--- config.mk ---
export PLATFORM = sky130hd
export DESIGN_NAME = eeprom_i2c_master
export DESIGN_NICKNAME = d
export VERILOG_FILES = /design/src/rtl/eeprom_i2c_master.sv
export SDC_FILE = /design/constraint.sdc
export NUM_CORES = 1
export LEC_CHECK = 0
export CAP_MARGIN = 20
export CORE_AREA = 10 10 116 118
export DETAILED_ROUTE_END_ITERATION = 7
export DIE_AREA = 0 0 126 128
export DONT_BUFFER_PORTS = 1
export MAX_ROUTING_LAYER = met4
export PLACE_DENSITY_LB_ADDON = 0.05
export SETUP_SLACK_MARGIN = 0.15
export SYNTH_ARGS = -nofsm -noshare
export SYNTH_HDL_FRONTEND = slang
export SYNTH_SLANG_ARGS = --single-unit
--- constraint.sdc ---
create_clock -name clk -period 7.3 [get_ports clk]
set_clock_uncertainty 0.05 [all_clocks]
set_input_delay 1.095 -clock clk [delete_from_list [all_inputs] [get_ports clk]]
set_output_delay 1.095 -clock clk [all_outputs]
set_load 0.01 [all_outputs]
--- src/rtl/eeprom_i2c_master.sv ---
// Register-mapped I2C initiator for the serial EEPROM: START/STOP/byte commands
// paced by a quarter-period divider on clk_ce, with sticky status and a done pulse.
module eeprom_i2c_master #(
  parameter logic [23:0] REG_CTRL = 24'h2090,
  parameter logic [23:0] REG_DATA = 24'h2091,
  parameter logic [23:0] REG_STAT = 24'h2092,
  parameter int unsigned DIV      = 4
) (
  input  logic        clk,
  input  logic        reset,
  input  logic        clk_ce,
  input  logic        bus_write,
  input  logic [23:0] bus_address_in,
  input  logic [7:0]  bus_data_in,
  output logic [7:0]  bus_data_out,
  output logic        scl,
  output logic        sda_out,
  input  logic        sda_in,
  output logic        busy,
  output logic        irq_done
);

  typedef enum logic [2:0] {IDLE, START, STOP, XFER, ACK, DONE} state_t;
  typedef enum logic [2:0] {
    CMD_NOP     = 3'd0,
    CMD_START   = 3'd1,
    CMD_STOP    = 3'd2,
    CMD_WRITE   = 3'd3,
    CMD_RD_ACK  = 3'd4,
    CMD_RD_NACK = 3'd5
  } cmd_t;

  localparam logic [7:0] QLAST = 8'(DIV - 1);

  state_t      state_q, state_d;
  cmd_t        cmd_q, cmd_d;
  logic [1:0]  phase_q, phase_d;
  logic [7:0]  qcnt_q, qcnt_d;
  logic [2:0]  bit_q, bit_d;
  logic [7:0]  shift_q, shift_d;
  logic [7:0]  data_q, data_d;
  logic        ack_q, ack_d;
  logic        ovr_q, ovr_d;
  logic        done_q, done_d;
  logic        scl_q, scl_d;
  logic        sda_q, sda_d;
  logic        enter;
  logic        wr_ctrl, wr_data, wr_stat, cmd_ok;

  assign wr_ctrl  = clk_ce && bus_write && (bus_address_in == REG_CTRL);
  assign wr_data  = clk_ce && bus_write && (bus_address_in == REG_DATA);
  assign wr_stat  = clk_ce && bus_write && (bus_address_in == REG_STAT);
  assign cmd_ok   = (bus_data_in[2:0] != 3'd0) && (bus_data_in[2:0] <= 3'd5);
  assign busy     = (state_q == START) || (state_q == STOP) || (state_q == XFER) || (state_q == ACK);
  assign irq_done = (state_q == DONE);
  assign scl      = scl_q;
  assign sda_out  = sda_q;

  always_comb begin
    if (bus_address_in == REG_DATA)      bus_data_out = data_q;
    else if (bus_address_in == REG_STAT) bus_data_out = {4'b0000, done_q, ovr_q, ack_q, busy};
    else                                 bus_data_out = '0;
  end

  always_comb begin
    state_d = state_q;
    cmd_d   = cmd_q;
    phase_d = phase_q;
    qcnt_d  = qcnt_q;
    bit_d   = bit_q;
    shift_d = shift_q;
    data_d  = data_q;
    ack_d   = ack_q;
    ovr_d   = ovr_q;
    done_d  = done_q;
    scl_d   = scl_q;
    sda_d   = sda_q;
    enter   = 1'b0;

    if (wr_stat) begin
      ovr_d  = 1'b0;
      done_d = 1'b0;
    end
    if (wr_ctrl && busy) ovr_d = 1'b1;
    if (wr_data) begin
      if (busy) ovr_d = 1'b1;
      else      data_d = bus_data_in;
    end

    if (clk_ce) begin
      case (state_q)
        IDLE, DONE: begin
          state_d = IDLE;
          if (wr_ctrl && cmd_ok) begin
            cmd_d   = cmd_t'(bus_data_in[2:0]);
            phase_d = '0;
            qcnt_d  = '0;
            bit_d   = 3'd7;
            enter   = 1'b1;
            case (cmd_t'(bus_data_in[2:0]))
              CMD_START: state_d = START;
              CMD_STOP:  state_d = STOP;
              default:   state_d = XFER;
            endcase
          end
        end
        default: begin
          if (qcnt_q == QLAST) begin
            qcnt_d  = '0;
            phase_d = phase_q + 2'd1;
            enter   = 1'b1;
            if (phase_q == 2'd3) begin
              case (state_q)
                XFER: begin
                  shift_d = {shift_q[6:0], sda_in};
                  if (bit_q == 3'd0) state_d = ACK;
                  else               bit_d = bit_q - 3'd1;
                end
                ACK: begin
                  if (cmd_q == CMD_WRITE) ack_d  = sda_in;
                  else                    data_d = shift_q;
                  state_d = DONE;
                end
                default: state_d = DONE;
              endcase
            end
          end else begin
            qcnt_d = qcnt_q + 8'd1;
          end
        end
      endcase
    end

    // Line levels are registered at the first tick of each quarter, so they are
    // computed from the quarter being entered rather than the one being left.
    if (enter) begin
      case (state_d)
        START: case (phase_d)
          2'd0:    sda_d = 1'b1;
          2'd1:    scl_d = 1'b1;
          2'd2:    sda_d = 1'b0;
          default: scl_d = 1'b0;
        endcase
        STOP: case (phase_d)
          2'd0: begin
            scl_d = 1'b0;
            sda_d = 1'b0;
          end
          2'd1:    scl_d = 1'b1;
          2'd2:    sda_d = 1'b1;
          default: ;
        endcase
        XFER: case (phase_d)
          2'd0: begin
            scl_d = 1'b0;
            sda_d = (cmd_d == CMD_WRITE) ? data_q[bit_d] : 1'b1;
          end
          2'd2:    scl_d = 1'b1;
          default: ;
        endcase
        ACK: case (phase_d)
          2'd0: begin
            scl_d = 1'b0;
            sda_d = (cmd_d == CMD_RD_ACK) ? 1'b0 : 1'b1;
          end
          2'd2:    scl_d = 1'b1;
          default: ;
        endcase
        default: ;
      endcase
    end

    // Completion: done sticks even against a same-tick STAT clear.
    if (state_d == DONE && state_q != DONE) begin
      done_d = 1'b1;
      if (state_q == ACK) scl_d = 1'b0;
    end
  end

  always_ff @(posedge clk or negedge reset) begin
    if (!reset) begin
      state_q <= IDLE;
      cmd_q   <= CMD_NOP;
      phase_q <= '0;
      qcnt_q  <= '0;
      bit_q   <= '0;
      shift_q <= '0;
      data_q  <= '0;
      ack_q   <= 1'b0;
      ovr_q   <= 1'b0;
      done_q  <= 1'b0;
      scl_q   <= 1'b1;
      sda_q   <= 1'b1;
    end else begin
      state_q <= state_d;
      cmd_q   <= cmd_d;
      phase_q <= phase_d;
      qcnt_q  <= qcnt_d;
      bit_q   <= bit_d;
      shift_q <= shift_d;
      data_q  <= data_d;
      ack_q   <= ack_d;
      ovr_q   <= ovr_d;
      done_q  <= done_d;
      scl_q   <= scl_d;
      sda_q   <= sda_d;
    end
  end

endmodule

==> results of run 1 <==
[cell families (layout without fill, tap and decap cells)]
family / Yosys count / count (layout) / share of synthesized area, %
AOI/OAI and AO/OA: 71 / 71 / 18.3
xor gates and xnor gates: 5 / 5 / 1.90
adders and majority gates: 4 / 4 / 1.85
buffers and inverters: 24 / 20 / 4.12
DFF: 40 / 40 / 37.1
muxes: 24 / 24 / 9.53
and+or+nand+nor: 127 / 127 / 27.2
[area by class of cell]
| cell class | count | area (sq um) | area share [%] |
|---|---|---|---|
| timing repair buffer | 1 | 7.51 | 0.250 |
| inverter | 11 | 41.3 | 1.38 |
| tap | 143 | 179 | 5.97 |
| multi-input combinational | 231 | 1590 | 53.0 |
| sequential | 40 | 1000 | 33.5 |
| clock buffer | 6 | 139 | 4.63 |
| clock inverter | 2 | 38.8 | 1.29 |
[final timing paths]
path,start,to,slack [ns]
setup reg to reg,qcnt_q[0],sda_out,3.92
hold reg to reg,sda_out,sda_out,0.45
hold / removal,reset,data_q[5],0.45
min in group clk,sda_out,sda_out,0.45
setup / recovery,bus_address_in[3],bus_data_out[2],3.63
max in group asynchronous,reset,sda_out,6.56
[layer usage]
metal / routed length, um / GRT usage (%) / up-vias
met2: 3700 / 15.7 / 69
met4: 120 / 3.01 / 0
met5: 0 / - / -
li1: - / - / 1077
met1: 3720 / 12.9 / 1049
met3: 716 / 3.56 / 9
[stage by stage]
step	power, W	setup slack, ns
2_1_floorplan	0.000234	3.60
3_3_place_gp	0.000233	3.58
3_5_place_dp	0.000233	3.54
4_1_cts	0.000504	3.58
5_1_grt	0.000515	3.41
6_report	0.000497	3.63
[power by group]
| group | internal (W) | switching [W] | total, W |
|---|---|---|---|
| registers | 0.000222 | 0.000000000206 | 0.000222 |
| logic | 0.00000361 | 0.00000347 | 0.00000707 |
| clock network | 0.000171 | 0.0000969 | 0.000268 |
[layout by cell type, fill, tap and decap left out, types with 2 or more instances in the layout]
master / count
and2_1: 10
a41oi_1: 2
a21oi_1: 14
and3_1: 6
o31ai_1: 2
a31oi_1: 5
nor4b_2: 3
nor3b_1: 2
dfstp_2: 2
nand3b_1: 4
o21ai_0: 16
o22ai_1: 2
dfrtp_1: 38
nor4_1: 7
clkbuf_16: 5
mux2i_1: 13
inv_1: 11
o211ai_1: 5
nand4_1: 7
ha_1: 4
a211o_1: 2
nand2_1: 29
nand2b_1: 6
and4b_1: 2
mux2_2: 10
nor3_1: 6
nand3_1: 4
a22o_1: 5
o21a_1: 3
nor2b_1: 2
xnor2_1: 3
nor2_1: 30
[state kept, by name, summed over array words and instances, names as in the netlist]
| register | flops |
|---|---|
| phase_q | 2 |
| data_q | 8 |
| shift_q | 8 |
| ack_q | 1 |
| bit_q | 3 |
| cmd_q | 3 |
| ovr_q | 1 |
| qcnt_q | 8 |
| done_q | 1 |
| sda_out | 1 |
| scl | 1 |
| state_q | 3 |
==> run metrics, run 1 <==
DR WL/cell 19.0 um; Sum Neg Setup Slack 0 ns; Slew Viols, Final 0; Final #Nets about 330; Crit path max-delay family simple AND/OR/NAND/NOR gates; Detail Route Antenna Nets 0; GR Overflow Total 0; Area after DPL 2820 sq um; Die Span Y around 130 um; # DRC 0; hold crit path type primary input to asynchronous set/reset pin; Core Rows 39; gr usage total 10.4%; first-pass GRT wire length roughly 13 mm; P&R area growth vs syn 10.9%; DP HPWL 6.36 mm; Iteration-0 DRC Markers 93; # hold bufs at CTS 0; post-synth top area share 35.2%; antenna diode instance count 0; CP required 6.15 ns; Post-CTS Setup Bufs 0; Max clock buf depth 2; crit path kind primary input to output pin; starting density of the core around a quarter; post-route cell area between 2000 and 3000 sq um; die width around 130 um; placer congestion estimate 0.773; DIE AREA approximately 16,000 sq um; leakage power roughly 1.3 nW; ys async rst share 100%; Layout Cells excl Fill approximately 430; Tcrit/Tclk final approximately half; CP startpoint kind primary input; vias in the first global route ~2.2k; port bufs 0; worst skew pair latency about 0.29 ns; count leader, synth dfrtp_1; Mapped Area around 2700 sq um; CTS tree yes; number of synthesized flops with an enable pin 0; Layout Utilization 26.7%; post-synth top area cell dfrtp_1; outcome finished clean; ys flop type dfrtp_1; CTS sink count 40; Syn. warnings 0; register bit total from synthesis 40; Synth Instances between 200 and 300; CORE AREA about 11,000 sq um; Period minus WS final between 3 and 4 ns; top post-synthesis cells by count dfrtp_1, nor2_1, nand2_1; Peak VDD IR 0.0702 mV; relative max-transition margin just under 30%; CP max stage delay approximately 0.4 ns; syn nets ~340; final setup fails 0; worst path arrival time 2.53 ns; via count ~2.2k; largest net degree at the start of global routing between 40 and 50; post-synthesis sequential area ratio between 30% and 40%; drt via density 5.08; worst-path maximum fanout 4; average size of a mapped cell ~9.2 sq um; fillers between 1k and 1.5k; antenna violations before repair 0; # resized after CTS 0; Worst Setup End Kind output pin; clock root cell clkbuf_16; WHS between 0.4 and 0.5 ns; crit-path cells nor4b_2 > nand3_1 > nor4_1 > and2_1 > a22o_1; worst slew pin tran approximately 1.0 ns; layout cells sized above 1 ~13%; Synth cell types 62; RSZ-0062 raised after global routing no; H-tree Lvls 2; Reg clk slew, reported paths about 0.07 ns; First-pass DRT Iterations 4; CP Buf/Inv Count 0; Final Hold Fails 0; io pins approximately 50; WP depth 5; CTS buffer count 5; pwr/cell area between 150 and 200 nW/um^2; most area-consuming cells after synthesis dfrtp_1, mux2i_1, mux2_2; fmax between 0.2 and 0.3 GHz; Max Cap Viol 0; slowest CP cell nor4b_2; placed cells roughly 430; detailed-route wire length ~8.3 mm; reg2reg path depth 10
Note: power is estimated with default switching activity, not from simulation.
==> run 2, diff against run 1 <==
- ABC_AREA: not set -> 1
- clock period: 7.3 -> 3.7 ns (I/O delays scaled with it)
==> run 2 against run 1 <==
Clock power increased by 72%. Count of clock-buffer cells in the layout unchanged. First-iteration DRC count increased by 46%. Cell area increased by 2.3%. Sequential power increased to 2.8 times the previous value. Sequential share of layout area decreased by 0.75 points. Critical path type unchanged. Highest routed layer unchanged.
==> run metrics, run 2 <==
antenna diode instance count 0 (unchanged); die width 126 um (unchanged); Core Rows 39 (unchanged); FF-to-FF Start state_q[2] (was qcnt_q[0]); Comb power frac 35.7% (was 1.4%); most area-consuming cells after synthesis dfrtp_1, nand2_1, inv_1 (was dfrtp_1, mux2i_1, mux2_2); worst-path maximum fanout 8 (was 4); Sequential Power Share 36.7% (was 44.6%); starting density of the core 24.1% (about the same); count leader, synth nand2_1 (was dfrtp_1); post-synth top area share 35.1% (was 35.2%); drt via density 4.56 (was 5.08); port bufs 0 (unchanged); worst path arrival time 2.02 ns (was 2.53 ns); final setup fails 0 (unchanged); antenna violations before repair 0 (unchanged); Iteration-0 DRC Markers 136 (was 93); crit path kind primary input to output pin (unchanged); Synth Instances 396 (was 295); H-tree Lvls 2 (unchanged); Period minus WS final between 2 and 3 ns; Syn. warnings 0 (unchanged); first-pass GRT wire length 13.4 mm (was 13.1 mm); CP required 3.09 ns (was 6.15 ns); post-synth top area cell dfrtp_1 (unchanged); WHS 0.0513 ns (was 0.446 ns); DR WL/cell 15.4 um (was 19.0 um); Max Cap Viol 0 (unchanged); vias in the first global route 2,415 (was 2,237); io pins 49 (unchanged); post-synthesis sequential area ratio 37.0% (was 37.1%); Worst Setup End Kind output pin (unchanged); GR Overflow Total 0 (unchanged); register bit total from synthesis 40 (unchanged); pwr/cell area 544 nW/um^2 (was 166 nW/um^2); fillers 1,250 (was 1,209); CTS buffer count 5 (unchanged); Final #Nets 444 (was 331); syn nets 437 (was 336); most frequent cells in the layout nand2_1, inv_1, dfrtp_1 (was dfrtp_1, nor2_1, nand2_1); RSZ-0062 raised after global routing no (unchanged); leakage power 1.48 nW (was 1.31 nW); largest net degree at the start of global routing 39 (was 41); Die Span Y 128 um (unchanged); CP startpoint kind primary input (unchanged); Reg clk slew, reported paths 0.07 ns (about the same); average size of a mapped cell 6.84 sq um (was 9.17 sq um); DIE AREA 16,100 sq um (unchanged); CORE AREA 11,200 sq um (unchanged); relative max-transition margin 56.8% (was 29.3%); Clock Power Share 27.6% (was 54.0%); via count 2,496 (was 2,204); number of synthesized flops with an enable pin 0 (unchanged); hold crit path type primary input to asynchronous set/reset pin (unchanged); Pwr Total 0.00167 W (was 0.000497 W); Mapped Area 2710 sq um (about the same); Final Hold Fails 0 (unchanged); top post-synthesis cells by count nand2_1, inv_1, dfrtp_1 (was dfrtp_1, nor2_1, nand2_1); outcome finished clean (unchanged); First-pass DRT Iterations 4 (unchanged); FF-to-FF End sda_out (unchanged); Max clock buf depth 2 (unchanged); placer congestion estimate 0.804 (was 0.773); Pint 0.000997 W (was 0.000397 W); worst slew pin tran 0.640 ns (was 1.05 ns); placed cells 538 (was 426); layout cells sized above 1 7.92% (was 12.7%); Top Registers data_q: 8 flops, qcnt_q: 8 flops, shift_q: 8 flops (unchanged); detailed-route wire length 8.42 mm (was 8.26 mm); Tcrit/Tclk final a little under three quarters; DP HPWL 6.63 mm (was 6.36 mm); CTS sink count 40 (unchanged); worst skew pair latency 0.29 ns (about the same); Sum Neg Setup Slack 0 ns (unchanged); Peak VDD IR 0.181 mV (was 0.0702 mV); Post-CTS Setup Bufs 0 (unchanged); crit path from bus_address_in[3] (unchanged); Sw Ratio 40.3% (was 20.2%); reg2reg path depth 16 (was 10); P&R area growth vs syn 13.3% (was 10.9%); most common cell after layout, fill and taps aside nand2_1 (was dfrtp_1); gr usage total 10.8% (was 10.4%); CTS tree yes (unchanged); Detail Route Antenna Nets 0 (unchanged); flop2flop setup slack 1.27 ns (was 3.92 ns); ys async rst share 100% (unchanged); crit path to bus_data_out[1] (was bus_data_out[2]); clock root cell clkbuf_16 (unchanged); Slew Viols, Final 0 (unchanged); Layout Cells excl Fill 547 (was 434); fmax roughly 0.38 GHz; Synth cell types 35 (was 62); # DRC 0 (unchanged); ys flop type dfrtp_1 (unchanged); switching pwr 0.000672 W (was 0.000100 W)
-- run 2: layout make-up --
class	count	area, sq um	share of cell area (%)
multi-input combinational	276	1400	45.6
sequential	40	1000	32.7
inverter	77	292	9.50
tap	143	179	5.83
clock buffer	6	139	4.53
timing repair buffer	3	42.5	1.39
clock inverter	2	15.0	0.489
-- run 2: per-layer routing --
layer	vias to the layer above	GRT usage, %	routed length, um
met5	-	-	0
met1	1123	14.2	4220
met4	0	3.28	89
met2	71	15.6	3510
met3	8	3.27	604
li1	1294	-	-
-- run 2: worst min-delay path by stage --
stage | end | depth (start not counted)
2_1_floorplan | ack_q | 0
3_5_place_dp | data_q[6] | 0
6_report | bit_q[0] | 1
5_1_grt | sda_out | 0
4_1_cts | sda_out | 0
3_3_place_gp | shift_q[7] | 0
-- run 2: worst max-delay path, stage by stage --
cell and delay [ns]:
nor2_1 0.26, nand3_1 0.23, nor2_1 0.30, nand2_1 0.26
o22ai_1 0.41
-- run 2: power groups by stage --
stage	registers (W)	logic, W	clock network, W
6_report	0.000613	0.000595	0.000461
3_5_place_dp	0.000623	0.000581	0
5_1_grt	0.000628	0.000686	0.000499
2_1_floorplan	0.000598	0.000469	0
3_3_place_gp	0.000625	0.000596	0
4_1_cts	0.000616	0.000598	0.000477
-- run 2: repair_timing --
item / in CTS / in global routing
gates resized for setup: 0 / 0
hold buffers: 1 / 0
hold endpoints to repair: 38 / 0
-- run 2: logic make-up (layout without fill, tap and decap cells) --
kind of cell             count (synthesis)  count (layout)  share of synthesized area, %
AND/OR/NAND/NOR                        206             206                          34.6
buffers and inverters                   80              88                          11.4
flip-flops                              40              40                          37.0
adder cells (fa/ha/maj)                  4               4                          1.85
XOR/XNOR                                 4               4                          1.29
AO/OA/AOI/OAI                           62              62                          13.9
-- run 2: metrics by stage --
step	utilization [%]	worst slack, ns	area, sq um
global route	27.3	0.899	3070
CTS	27.3	1.07	3070
detailed placement	25.7	1.07	2890
global placement	25.7	1.06	2890
floorplan	-	1.51	2710
finish	27.3	1.08	3070
